`src/rtl/vga_bounce_gen_if.sv`:
```
// VGA pin bundle: 4-bit-per-channel RGB plus active-low syncs.
interface vga_bounce_gen_if;
  logic r0, r1, r2, r3;
  logic g0, g1, g2, g3;
  logic b0, b1, b2, b3;
  logic hs, vs;

  modport master (output r0, r1, r2, r3, g0, g1, g2, g3, b0, b1, b2, b3, hs, vs);
  modport slave  (input  r0, r1, r2, r3, g0, g1, g2, g3, b0, b1, b2, b3, hs, vs);
endinterface

```
`src/rtl/vga_bounce_gen.sv`:
```
// 640x480@60 VGA timing generator drawing a bordered frame and a bouncing square ball.
module vga_bounce_gen #(
  parameter int H_VIS  = 640,
  parameter int H_FP   = 16,
  parameter int H_SYNC = 96,
  parameter int H_BP   = 48,
  parameter int V_VIS  = 480,
  parameter int V_FP   = 10,
  parameter int V_SYNC = 2,
  parameter int V_BP   = 33,
  parameter int BALL   = 16
) (
  input  logic clk,
  input  logic rst,
  vga_bounce_gen_if.master vga
);
  localparam int H_TOT = H_VIS + H_FP + H_SYNC + H_BP;
  localparam int V_TOT = V_VIS + V_FP + V_SYNC + V_BP;

  localparam logic [9:0]  H_MAX  = 10'(H_TOT - 1);
  localparam logic [9:0]  V_MAX  = 10'(V_TOT - 1);
  localparam logic [9:0]  H_VISW = 10'(H_VIS);
  localparam logic [9:0]  V_VISW = 10'(V_VIS);
  localparam logic [9:0]  H_LAST = 10'(H_VIS - 1);
  localparam logic [9:0]  V_LAST = 10'(V_VIS - 1);
  localparam logic [9:0]  HS_ON  = 10'(H_VIS + H_FP);
  localparam logic [9:0]  HS_OFF = 10'(H_VIS + H_FP + H_SYNC - 1);
  localparam logic [9:0]  VS_ON  = 10'(V_VIS + V_FP);
  localparam logic [9:0]  VS_OFF = 10'(V_VIS + V_FP + V_SYNC - 1);
  localparam logic [9:0]  H_LIM  = 10'(H_VIS - BALL);
  localparam logic [9:0]  V_LIM  = 10'(V_VIS - BALL);
  localparam logic [9:0]  H_RST  = 10'((H_VIS - BALL) / 2);
  localparam logic [9:0]  V_RST  = 10'((V_VIS - BALL) / 2);
  localparam logic [10:0] BALLW  = 11'(BALL);

  logic [9:0]  count_h, count_v;
  logic [9:0]  ball_pos_h, ball_pos_v;
  logic [9:0]  nxt_h, nxt_v;
  logic        dir_h, dir_v;
  logic        h_wrap, upd;
  logic        blank, in_ball, border, wht;
  logic [11:0] rgb;

  assign h_wrap = (count_h == H_MAX);
  // Ball moves once per frame at the start of vertical blank, so it is never drawn mid-move.
  assign upd    = (count_h == 10'd0) && (count_v == V_VISW);
  assign nxt_h  = dir_h ? ball_pos_h + 10'd1 : ball_pos_h - 10'd1;
  assign nxt_v  = dir_v ? ball_pos_v + 10'd1 : ball_pos_v - 10'd1;

  always_ff @(posedge clk) begin
    if (rst) begin
      count_h    <= '0;
      count_v    <= '0;
      ball_pos_h <= H_RST;
      ball_pos_v <= V_RST;
      dir_h      <= 1'b1;
      dir_v      <= 1'b1;
    end else begin
      count_h <= h_wrap ? 10'd0 : count_h + 10'd1;
      if (h_wrap)
        count_v <= (count_v == V_MAX) ? 10'd0 : count_v + 10'd1;
      if (upd) begin
        ball_pos_h <= nxt_h;
        ball_pos_v <= nxt_v;
        if (dir_h && nxt_h == H_LIM)       dir_h <= 1'b0;
        else if (!dir_h && nxt_h == 10'd0) dir_h <= 1'b1;
        if (dir_v && nxt_v == V_LIM)       dir_v <= 1'b0;
        else if (!dir_v && nxt_v == 10'd0) dir_v <= 1'b1;
      end
    end
  end

  always_comb begin
    blank   = (count_h >= H_VISW) || (count_v >= V_VISW);
    in_ball = ({1'b0, count_h} >= {1'b0, ball_pos_h}) &&
              ({1'b0, count_h} <  {1'b0, ball_pos_h} + BALLW) &&
              ({1'b0, count_v} >= {1'b0, ball_pos_v}) &&
              ({1'b0, count_v} <  {1'b0, ball_pos_v} + BALLW);
    border  = !blank && (count_h == 10'd0 || count_h == H_LAST ||
                         count_v == 10'd0 || count_v == V_LAST);
    wht     = !blank && (in_ball || border);
    rgb     = 12'h004;
    if (rst || blank) rgb = 12'h000;
    else if (wht)     rgb = 12'hFFF;
  end

  assign {vga.r3, vga.r2, vga.r1, vga.r0} = rgb[11:8];
  assign {vga.g3, vga.g2, vga.g1, vga.g0} = rgb[7:4];
  assign {vga.b3, vga.b2, vga.b1, vga.b0} = rgb[3:0];
  assign vga.hs = rst || !(count_h >= HS_ON && count_h <= HS_OFF);
  assign vga.vs = rst || !(count_v >= VS_ON && count_v <= VS_OFF);
endmodule

```
`src/flat_wrapper.sv`:
```
// flat-port wrapper written by rule: the top's interface ports become plain ports
module vga_bounce_gen_flat 
#(
  parameter int H_VIS  = 640,
  parameter int H_FP   = 16,
  parameter int H_SYNC = 96,
  parameter int H_BP   = 48,
  parameter int V_VIS  = 480,
  parameter int V_FP   = 10,
  parameter int V_SYNC = 2,
  parameter int V_BP   = 33,
  parameter int BALL   = 16
)
  (clk, rst, vga_r0, vga_r1, vga_r2, vga_r3, vga_g0, vga_g1, vga_g2, vga_g3, vga_b0, vga_b1, vga_b2, vga_b3, vga_hs, vga_vs);
  vga_bounce_gen_if vga_i ();
  input  logic clk;
  input  logic rst;
  output wire logic [$bits(vga_i.r0)-1:0] vga_r0;
  output wire logic [$bits(vga_i.r1)-1:0] vga_r1;
  output wire logic [$bits(vga_i.r2)-1:0] vga_r2;
  output wire logic [$bits(vga_i.r3)-1:0] vga_r3;
  output wire logic [$bits(vga_i.g0)-1:0] vga_g0;
  output wire logic [$bits(vga_i.g1)-1:0] vga_g1;
  output wire logic [$bits(vga_i.g2)-1:0] vga_g2;
  output wire logic [$bits(vga_i.g3)-1:0] vga_g3;
  output wire logic [$bits(vga_i.b0)-1:0] vga_b0;
  output wire logic [$bits(vga_i.b1)-1:0] vga_b1;
  output wire logic [$bits(vga_i.b2)-1:0] vga_b2;
  output wire logic [$bits(vga_i.b3)-1:0] vga_b3;
  output wire logic [$bits(vga_i.hs)-1:0] vga_hs;
  output wire logic [$bits(vga_i.vs)-1:0] vga_vs;
  assign vga_r0 = vga_i.r0;
  assign vga_r1 = vga_i.r1;
  assign vga_r2 = vga_i.r2;
  assign vga_r3 = vga_i.r3;
  assign vga_g0 = vga_i.g0;
  assign vga_g1 = vga_i.g1;
  assign vga_g2 = vga_i.g2;
  assign vga_g3 = vga_i.g3;
  assign vga_b0 = vga_i.b0;
  assign vga_b1 = vga_i.b1;
  assign vga_b2 = vga_i.b2;
  assign vga_b3 = vga_i.b3;
  assign vga_hs = vga_i.hs;
  assign vga_vs = vga_i.vs;
  vga_bounce_gen #(.H_VIS(H_VIS), .H_FP(H_FP), .H_SYNC(H_SYNC), .H_BP(H_BP), .V_VIS(V_VIS), .V_FP(V_FP), .V_SYNC(V_SYNC), .V_BP(V_BP), .BALL(BALL)) u_core (.clk(clk), .rst(rst), .vga(vga_i));
endmodule
```
`config.mk`:
```
export PLATFORM = sky130hd
export DESIGN_NAME = vga_bounce_gen_flat
export DESIGN_NICKNAME = d
export VERILOG_FILES = /design/src/rtl/vga_bounce_gen_if.sv /design/src/rtl/vga_bounce_gen.sv /design/src/flat_wrapper.sv
export SDC_FILE = /design/constraint.sdc
export NUM_CORES = 1
export LEC_CHECK = 0
export BUFFER_PORTS_ARGS = -buffer_cell sky130_fd_sc_hd__buf_2
export CORE_MARGIN = 2
export CORE_UTILIZATION = 40
export CTS_CLUSTER_SIZE = 24
export DETAILED_ROUTE_END_ITERATION = 8
export GPL_ROUTABILITY_DRIVEN = 0
export SLEW_MARGIN = 20
export SYNTH_ARGS = -nofsm -noshare
export SYNTH_HDL_FRONTEND = slang
export SYNTH_SLANG_ARGS = --single-unit
```
`constraint.sdc`:
```
create_clock -name clk -period 5.25 [get_ports clk]
set_clock_uncertainty 0.15 [all_clocks]
set_input_delay 0.7875 -clock clk [delete_from_list [all_inputs] [get_ports clk]]
set_output_delay 0.7875 -clock clk [all_outputs]
set_load 0.05 [all_outputs]
```
==> results.json, run 1 <==
{
  "ctsLongestPathBuffers": 2,
  "antenna_found_initial": 0,
  "hold_viol_final": 0,
  "holdBufCountCts": 0,
  "max_cap_viol_count": 0,
  "die_w_um": 102,
  "max_freq_mhz": 244,
  "cts_setup_buffers": 0,
  "die_h_um": 102,
  "crit_type": "flop to output port",
  "final_nets": 544,
  "antenna_cells": 0,
  "cts-resized-gates": 0,
  "portBuffers": 15,
  "max_slew.worst_pin.slew_ns": 0.723,
  "pin_count": 16,
  "grt_max_degree": 25,
  "synth_seq_cells": 42,
  "coreArea_um2": 9240,
  "cp.arrival_ns": 3.15,
  "rsz0062_at_grt": "no",
  "layout_min_cycle_time_ns": 4.09,
  "max_slew_margin_pct": 51.8,
  "ys_types": 58,
  "tns_ns": 0,
  "hold_path.class": "flop to flop",
  "layout-drive-gt1-share_pct": 6.82,
  "required_ns": 4.31,
  "drt_iter0_drc": 86,
  "setup.worst_path.start_class": "flop",
  "yosysSeqAreaShare_pct": 22.0,
  "crit_path_max_fanout": 11,
  "routedWlPerCell_um": 14.0,
  "route.vias.total": 3292,
  "clock-sinks": 42,
  "grt_pass1_vias": 3092,
  "timing.final.crit_share_pct": 77.9,
  "leakagePower_nw": 1.71,
  "power_density_nw_per_um2": 193,
  "fin_util_pct": 44.0,
  "postRouteAntennaNets": 0,
  "cts_buffers": 5,
  "rows": 35,
  "wirelength_um": 8570,
  "firstDrtPassIters": 4,
  "synth_nets": 543,
  "synthCells": 482,
  "status": "finished, final reports clean",
  "dp.cells": 605,
  "synthFlopType": "dfxtp_1",
  "grt_usage_pct": 17.3,
  "totalPowerFinal_mw": 0.783,
  "yosysWarnings": 0,
  "htree_num_levels": 2,
  "via_per_inst": 5.37,
  "path_clk_slew_ns": 0.08,
  "cts_root_buf": "clkbuf_8",
  "async_flop_share_pct": 0,
  "clock_latency_ns": 0.29,
  "ir_worst_vdd_v": 0.000130,
  "overflow": 0,
  "cts_tree": "done",
  "finalSetupViolCount": 0,
  "timing.hold.ws_ns": 0.321,
  "synth-edff-count": 0,
  "synth_area_um2": 3820,
  "slew_violations": 0,
  "fin_cells": 613,
  "syn_area_per_cell_um2": 7.93,
  "area_growth_pct": 6.25,
  "drc_errors": 0,
  "grt_pass1_wl_um": 14600,
  "dp_hpwl_um": 6750,
  "end_kind": "output port",
  "dieArea_um2": 10400,
  "start_util_pct": 41.4
}
[report_power, final]
part	switching [mW]	internal [mW]
Clock	0.111	0.133
Combinational	0.131	0.0782
Sequential	0.00691	0.322
Total	0.249	0.533
[metal layers]
layer  up-vias  global-route usage [%]  part of all wire, %
met2        43                    28.8                   46
li1       1724                       -                    -
met4         0                    3.12                 0.86
met3         7                    2.55                  2.8
met1      1518                    24.0                   50
met5         -                       0                    0
[cell type report]
class | instances | area [um^2]
Tap cell | 129 | 161
Fill cell | 961 | 5180
Clock buffer | 8 | 110
Inverter | 35 | 131
Timing Repair Buffer | 16 | 82.6
Sequential cell | 42 | 841
Multi-Input combinational cell | 383 | 2740
[cell usage in the layout (no fill, tap or decap), drive strengths merged, types with 8 or more instances in the layout]
master  count
o211ai     10
nor2       43
xnor2      27
ha         57
nand2b     10
nor3       16
xor2       15
o21ai      27
a21oi      31
nand2      41
nand3      13
clkbuf      8
buf        16
dfxtp      42
inv        35
nand4       8
[path summary, 6_finish.rpt]
| kind | startpoint | to | slack (ns) | cells after the start |
|---|---|---|---|---|
| setup / recovery | u_core.ball_pos_h[6]$_SDFFE_PP0P_ | vga_b3 | 1.16 | 12 |
| hold / removal | u_core.count_h[0]$_SDFF_PP0_ | u_core.count_h[0]$_SDFF_PP0_ | 0.32 | 1 |
| setup reg to reg | u_core.dir_h$_SDFFE_PP1P_ | u_core.dir_h$_SDFFE_PP1P_ | 2.02 | 9 |
| hold reg to reg | u_core.count_h[0]$_SDFF_PP0_ | u_core.count_h[0]$_SDFF_PP0_ | 0.32 | 1 |
[synth_stat cells, drive strengths merged, types with 3 or more instances]
library cell   n  area share (%)
a211oi         7             1.5
a21o           4            0.79
a21oi         31             4.2
a31oi          5            0.82
and3           5            0.82
buf           12             2.2
clkbuf        10            0.98
dfxtp         42              22
ha            57              19
inv           35             3.4
nand2         41             4.0
nand2b        10             1.6
nand3         13             1.7
nand4          8             1.3
nor2          43             4.2
nor2b          5            0.82
nor3          16             2.1
nor3b          3            0.59
nor4           5            0.98
o211ai        10             2.0
o21a           6             1.2
o21ai         27             3.5
o41ai          3            0.88
or3            4            0.65
or4            3            0.69
xnor2         27             6.2
xor2          15             3.4
[cells by family (layout without fill, tap and decap cells)]
kind of cell,Yosys count,count (layout),synth area share (%)
AND/OR/NAND/NOR,166,166,22.0
multiplexers,3,3,0.851
buffers and inverters,57,59,6.61
adder cells (fa/ha/maj),59,59,19.7
AO/OA/AOI/OAI,113,113,19.2
flip-flops,42,42,22.0
XOR/XNOR,42,42,9.62
[critical path: stages (launching register included)]
cell	delay, ns
dfxtp_1	0.43
inv_1	0.10
nor3_1	0.26
nand3_1	0.14
xnor2_1	0.15
ha_1	0.31
a21oi_1	0.12
o21ai_0	0.13
a311oi_1	0.28
o31ai_1	0.11
nor4_1	0.23
o21a_1	0.28
buf_2	0.31
[sequential cells by signal (all words and copies together), names as in the netlist]
| name | cells |
|---|---|
| u_core.ball_pos_h | 10 |
| u_core.count_v | 10 |
| u_core.count_h | 10 |
| u_core.dir_v | 1 |
| u_core.ball_pos_v | 10 |
| u_core.dir_h | 1 |
[metrics by stage]
stage	area (um^2)	setup WS [ns]
CTS	4060	1.14
global placement	3950	1.63
floorplan	3820	1.37
detailed placement	3950	1.46
finish	4060	1.16
global route	4060	0.899
Note: power is estimated with default switching activity, not from simulation.
==> run 2, diff against run 1 <==
- clock period: 5.25 -> 3.98 ns (I/O delays scaled with it)
==> run 2 against run 1 <==
  * Register-to-register slack got worse by 1.3 ns
  * Critical path depth unchanged
  * Power increased by 25%
  * Sequential share of layout area about the same
  * Wire length increased by 1.5%
  * First-iteration DRC count increased by 20%
  * Largest power group unchanged
  * Combinational power increased by 33%
  * Design area increased by 0.37%
  * Flip-flop and latch count unchanged
==> results.json, run 2 (same netlist as run 1, synthesis figures left out) <==
{
  "cts_tree": "done",
  "slew_violations": 0,
  "drc_errors": 0,
  "switchingPower_mw": 0.324,
  "grt_pass1_wl_um": 14600,
  "max_slew_margin_pct": 51.1,
  "swShare_pct": 33.2,
  "cts-resized-gates": 0,
  "power_frac_comb_pct": 28.6,
  "path_clk_slew_ns": 0.08,
  "drt_iter0_drc": 103,
  "max_freq_mhz": 262,
  "dp.cells": 605,
  "layout-drive-gt1-share_pct": 7.02,
  "die_w_um": 102,
  "ir_worst_vdd_v": 0.000140,
  "grt_pass1_vias": 3137,
  "final_cell_mix": "ha_1 (57), nor2_1 (43), nand2_1 (41), dfxtp_1 (41), inv_1 (35)",
  "grt_usage_pct": 17.3,
  "route.vias.total": 3352,
  "cts_buffers": 5,
  "fin_area_um2": 4080,
  "fin_util_pct": 44.1,
  "via_per_inst": 5.47,
  "final_nets": 545,
  "timing.final.crit_share_pct": 95.8,
  "crit_buf_inv": 2,
  "crit_path_max_fanout": 6,
  "max_cap_viol_count": 0,
  "cts_root_buf": "clkbuf_8",
  "fin_ws_ns": 0.166,
  "setup.worst_path.start_class": "flop",
  "htree_num_levels": 2,
  "clock-sinks": 42,
  "critical_path.max_stage_delay_ns": 0.39,
  "antenna_cells": 0,
  "place_area_um2": 3950,
  "area_growth_pct": 6.64,
  "cts_setup_buffers": 0,
  "coreArea_um2": 9240,
  "hold_viol_final": 0,
  "routedWlPerCell_um": 14.2,
  "firstDrtPassIters": 4,
  "pin_count": 16,
  "wirelength_um": 8700,
  "power_density_nw_per_um2": 240,
  "finalSetupViolCount": 0,
  "antenna_found_initial": 0,
  "layout_min_cycle_time_ns": 3.81,
  "rsz0062_at_grt": "yes",
  "crit_type": "flop to output port",
  "timing.hold.ws_ns": 0.322,
  "required_ns": 3.23,
  "pwr-share-clk_pct": 26.9,
  "ctsLongestPathBuffers": 2,
  "grt_max_degree": 25,
  "final_common_cell": "ha_1",
  "start_util_pct": 41.4,
  "postRouteAntennaNets": 0,
  "critPathTopFamily": "compound AO/OA/AOI/OAI gates",
  "rows": 35,
  "status": "finished, final reports clean",
  "clock_latency_ns": 0.29,
  "dp_hpwl_um": 6810,
  "crit_path_top_delay_cell": "dfxtp_1",
  "holdBufCountCts": 0,
  "totalPowerFinal_mw": 0.977,
  "power_frac_seq_pct": 44.5,
  "hold_path.class": "flop to flop",
  "p_int_mw": 0.653,
  "portBuffers": 15,
  "cp.arrival_ns": 3.07,
  "path_cells": "inv_1 -> nor3_2 -> nand3_1 -> xnor2_1 -> ha_1 -> a21oi_1 -> o21ai_0 -> a311oi_1 -> o31ai_1 -> nor4_2 -> o21a_2 -> clkbuf_4",
  "end_kind": "output port",
  "leakagePower_nw": 1.70,
  "die_h_um": 102,
  "dpl_worst_slack_ns": 0.391,
  "tns_ns": 0,
  "fin_cells": 613,
  "overflow": 0,
  "dieArea_um2": 10400,
  "max_slew.worst_pin.slew_ns": 0.734
}
run 2: changes by cell type in the layout (fill, tap and decap cells not counted):
cell      before  now
dfxtp_1       42   41
o21a_2         0    1
clkbuf_4       0    6
nor4_2         2    3
nor4_1         3    2
nor3_2         0    1
buf_2         15    4
dfxtp_2        0    1
clkbuf_8       8    5
nor3_1        16   15
clkbuf_1       0    2
buf_4          1    6
run 2: layout make-up:
type / instances / area, um^2
inverters: 35 / 131
fillers: 952 / 5160
multi-input cells: 384 / 2760
repair buffers: 16 / 110
clock buffers: 7 / 76.3
well taps: 129 / 161
flip-flops and latches: 42 / 842
run 2: path summary, 6_finish.rpt:
kind	startpoint	end	slack [ns]	depth (start not counted)
worst min-delay path	u_core.count_h[0]$_SDFF_PP0_	u_core.count_h[0]$_SDFF_PP0_	0.32	1
worst max register to register	u_core.dir_h$_SDFFE_PP1P_	u_core.dir_h$_SDFFE_PP1P_	0.77	9
worst max-delay path	u_core.ball_pos_h[7]$_SDFFE_PP0P_	vga_r2	0.17	12
worst min register to register	u_core.count_h[0]$_SDFF_PP0_	u_core.count_h[0]$_SDFF_PP0_	0.32	1
run 2: metal layers:
metal  GRT usage [%]  vias up  part of all wire [%]
met1            23.1     1588                    49
met4            2.18        0                  0.30
met2            30.4       34                    48
li1                -     1726                     -
met5               0        -                     0
met3            2.48        4                   2.3
run 2: power groups by stage:
stage	logic [mW]	clock network, mW	registers [mW]
2_1_floorplan	0.229	0	0.443
3_3_place_gp	0.269	0	0.445
3_5_place_dp	0.274	0	0.445
4_1_cts	0.275	0.272	0.435
5_1_grt	0.312	0.289	0.436
6_report	0.279	0.263	0.435
==> run 3, diff against run 2 <==
- CORE_UTILIZATION: 40 -> 35
- clock period: 3.98 -> 3.4 ns (I/O delays scaled with it)
==> run 3 against run 2 <==
  * Combinational power grew 25%
  * Final cell count rose by 4.1%
  * Design area up 6.0%
  * Wire length grew 5.6%
  * The flow now finishes with violations (negative setup slack)
  * Register-to-register slack got worse by 0.51 ns
  * Critical endpoint is now vga_r3
  * Power increased by 26%
  * Worst hold slack gained 0.00097 ns
  * Clock-buffer cell count grew 1
  * Sequential share of layout area decreased by 1.0 points
==> results.json, run 3 (same netlist as run 1, synthesis figures left out) <==
{
  "status": "finished with violations",
  "violations": "negative setup slack",
  "power_frac_comb_pct": 28.3,
  "die_w_um": 109,
  "htree_num_levels": 2,
  "finalSetupViolCount": 11,
  "layout-drive-gt1-share_pct": 12.4,
  "pin_count": 16,
  "drt_iter0_drc": 103,
  "via_per_inst": 5.38,
  "p_int_mw": 0.840,
  "dp.cells": 625,
  "max_cap_viol_count": 0,
  "power_density_nw_per_um2": 285,
  "hold_path.class": "flop to flop",
  "overflow": 0,
  "cp.arrival_ns": 2.96,
  "cts_root_buf": "clkbuf_8",
  "grt_pass1_vias": 3309,
  "clock-sinks": 42,
  "power_frac_seq_pct": 40.9,
  "tns_ns": -2.16,
  "layout_min_cycle_time_ns": 3.62,
  "final_nets": 558,
  "fin_ws_ns": -0.217,
  "end_kind": "output port",
  "dieArea_um2": 11800,
  "routedWlPerCell_um": 14.4,
  "ctsLongestPathBuffers": 2,
  "final_cell_mix": "ha_1 (57), nor2_1 (43), nand2_1 (41)",
  "cts_buffers": 5,
  "nFillCells": 1130,
  "wirelength_um": 9180,
  "dp_hpwl_um": 6900,
  "final_common_cell": "ha_1",
  "required_ns": 2.74,
  "path_clk_slew_ns": 0.08,
  "max_slew_margin_pct": 59.6,
  "crit_path_max_fanout": 6,
  "rsz0062_at_grt": "yes",
  "slew_violations": 0,
  "portBuffers": 15,
  "hold_viol_final": 0,
  "grt_usage_pct": 16.2,
  "cts_tree": "done",
  "clock_latency_ns": 0.29,
  "coreArea_um2": 10700,
  "postRouteAntennaNets": 0,
  "grt_max_degree": 25,
  "start_util_pct": 35.6,
  "setup.worst_path.start_class": "flop",
  "grt_pass1_wl_um": 15500,
  "die_h_um": 109,
  "fin_cells": 638,
  "leakagePower_nw": 1.81,
  "pwr-share-clk_pct": 30.8,
  "firstDrtPassIters": 4,
  "max_freq_mhz": 276,
  "ir_worst_vdd_v": 0.000186,
  "dpl_worst_slack_ns": -0.00645,
  "drc_errors": 0,
  "timing.final.crit_share_pct": 106,
  "area_growth_pct": 13.0,
  "switchingPower_mw": 0.390,
  "reg2reg_slack_ns": 0.26,
  "max_slew.worst_pin.slew_ns": 0.601,
  "route.vias.total": 3431,
  "antenna_found_initial": 0,
  "rows": 38,
  "antenna_cells": 0,
  "swShare_pct": 31.7,
  "crit_type": "flop to output port"
}
[run 3: cell types whose count changed in the layout (fill, tap and decap cells not counted), moves of 2 or more]
cell      change
buf_4        +10
buf_8         +9
clkbuf_1      -2
clkbuf_4      -6
clkbuf_8      +3
dfxtp_1       -4
dfxtp_2       +4
inv_1         -2
inv_2         +2
[run 3: layout make-up]
class                   instances  area [um^2]  share of cell area (%)
repair buffers                 29          275                    6.37
multi-input cells             384         2780                    64.4
flip-flops and latches         42          847                    19.6
inverters                      35          131                    3.04
well taps                     140          175                    4.05
clock buffers                   8          110                    2.55
[run 3: per-stage QoR]
step	utilization, %	power, mW	area (um^2)	hold slack (ns)
finish	40.2	1.23	4320	0.323
global placement	37.6	0.839	4040	0.303
CTS	39.8	1.24	4280	0.332
detailed placement	37.6	0.847	4040	0.313
floorplan	-	0.786	3830	0.280
global route	40.2	1.30	4320	0.355
[run 3: worst max-delay path: stages (launching register included)]
cell	delay (ns)
dfxtp_2	0.34
inv_2	0.04
nor3_2	0.20
nand3_1	0.11
xnor2_1	0.14
ha_1	0.32
a21oi_2	0.18
o21ai_2	0.09
a311oi_2	0.31
o31ai_2	0.12
nor4_2	0.28
o21a_2	0.34
buf_8	0.19
[run 3: what timing repair did]
item / in CTS / in global routing
endpoints found under the setup margin: 11 / 11
endpoints found under the hold margin: 0 / 0
pin swaps: 10 / 9
setup buffers: 3 / 1
hold buffers: 0 / 0
cloned: 1 / 0
resized for setup: 35 / 9
[run 3: final timing paths]
check                                                  startpoint                           end  cells past startpoint
worst max-delay path            u_core.ball_pos_h[7]$_SDFFE_PP0P_                        vga_r3                     12
worst min-delay path                 u_core.count_h[0]$_SDFF_PP0_  u_core.count_h[0]$_SDFF_PP0_                      1
worst max register to register          u_core.dir_h$_SDFFE_PP1P_     u_core.dir_h$_SDFFE_PP1P_                      9
worst min register to register       u_core.count_h[0]$_SDFF_PP0_  u_core.count_h[0]$_SDFF_PP0_                      1
[run 3: power groups by stage]
stage | registers (mW) | logic [mW] | clock network, mW
floorplan | 0.518 | 0.268 | 0
global placement | 0.515 | 0.325 | 0
detailed placement | 0.515 | 0.332 | 0
CTS | 0.503 | 0.346 | 0.394
global route | 0.504 | 0.389 | 0.411
finish | 0.503 | 0.348 | 0.379
[run 3: layer usage]
| layer | share of wire, % | global-route usage [%] | vias up |
|---|---|---|---|
| met3 | 3.1 | 2.89 | 9 |
| met4 | 0.72 | 1.83 | 0 |
| li1 | - | - | 1759 |
| met2 | 48 | 27.9 | 42 |
| met1 | 48 | 21.8 | 1621 |
| met5 | 0 | 0 | - |
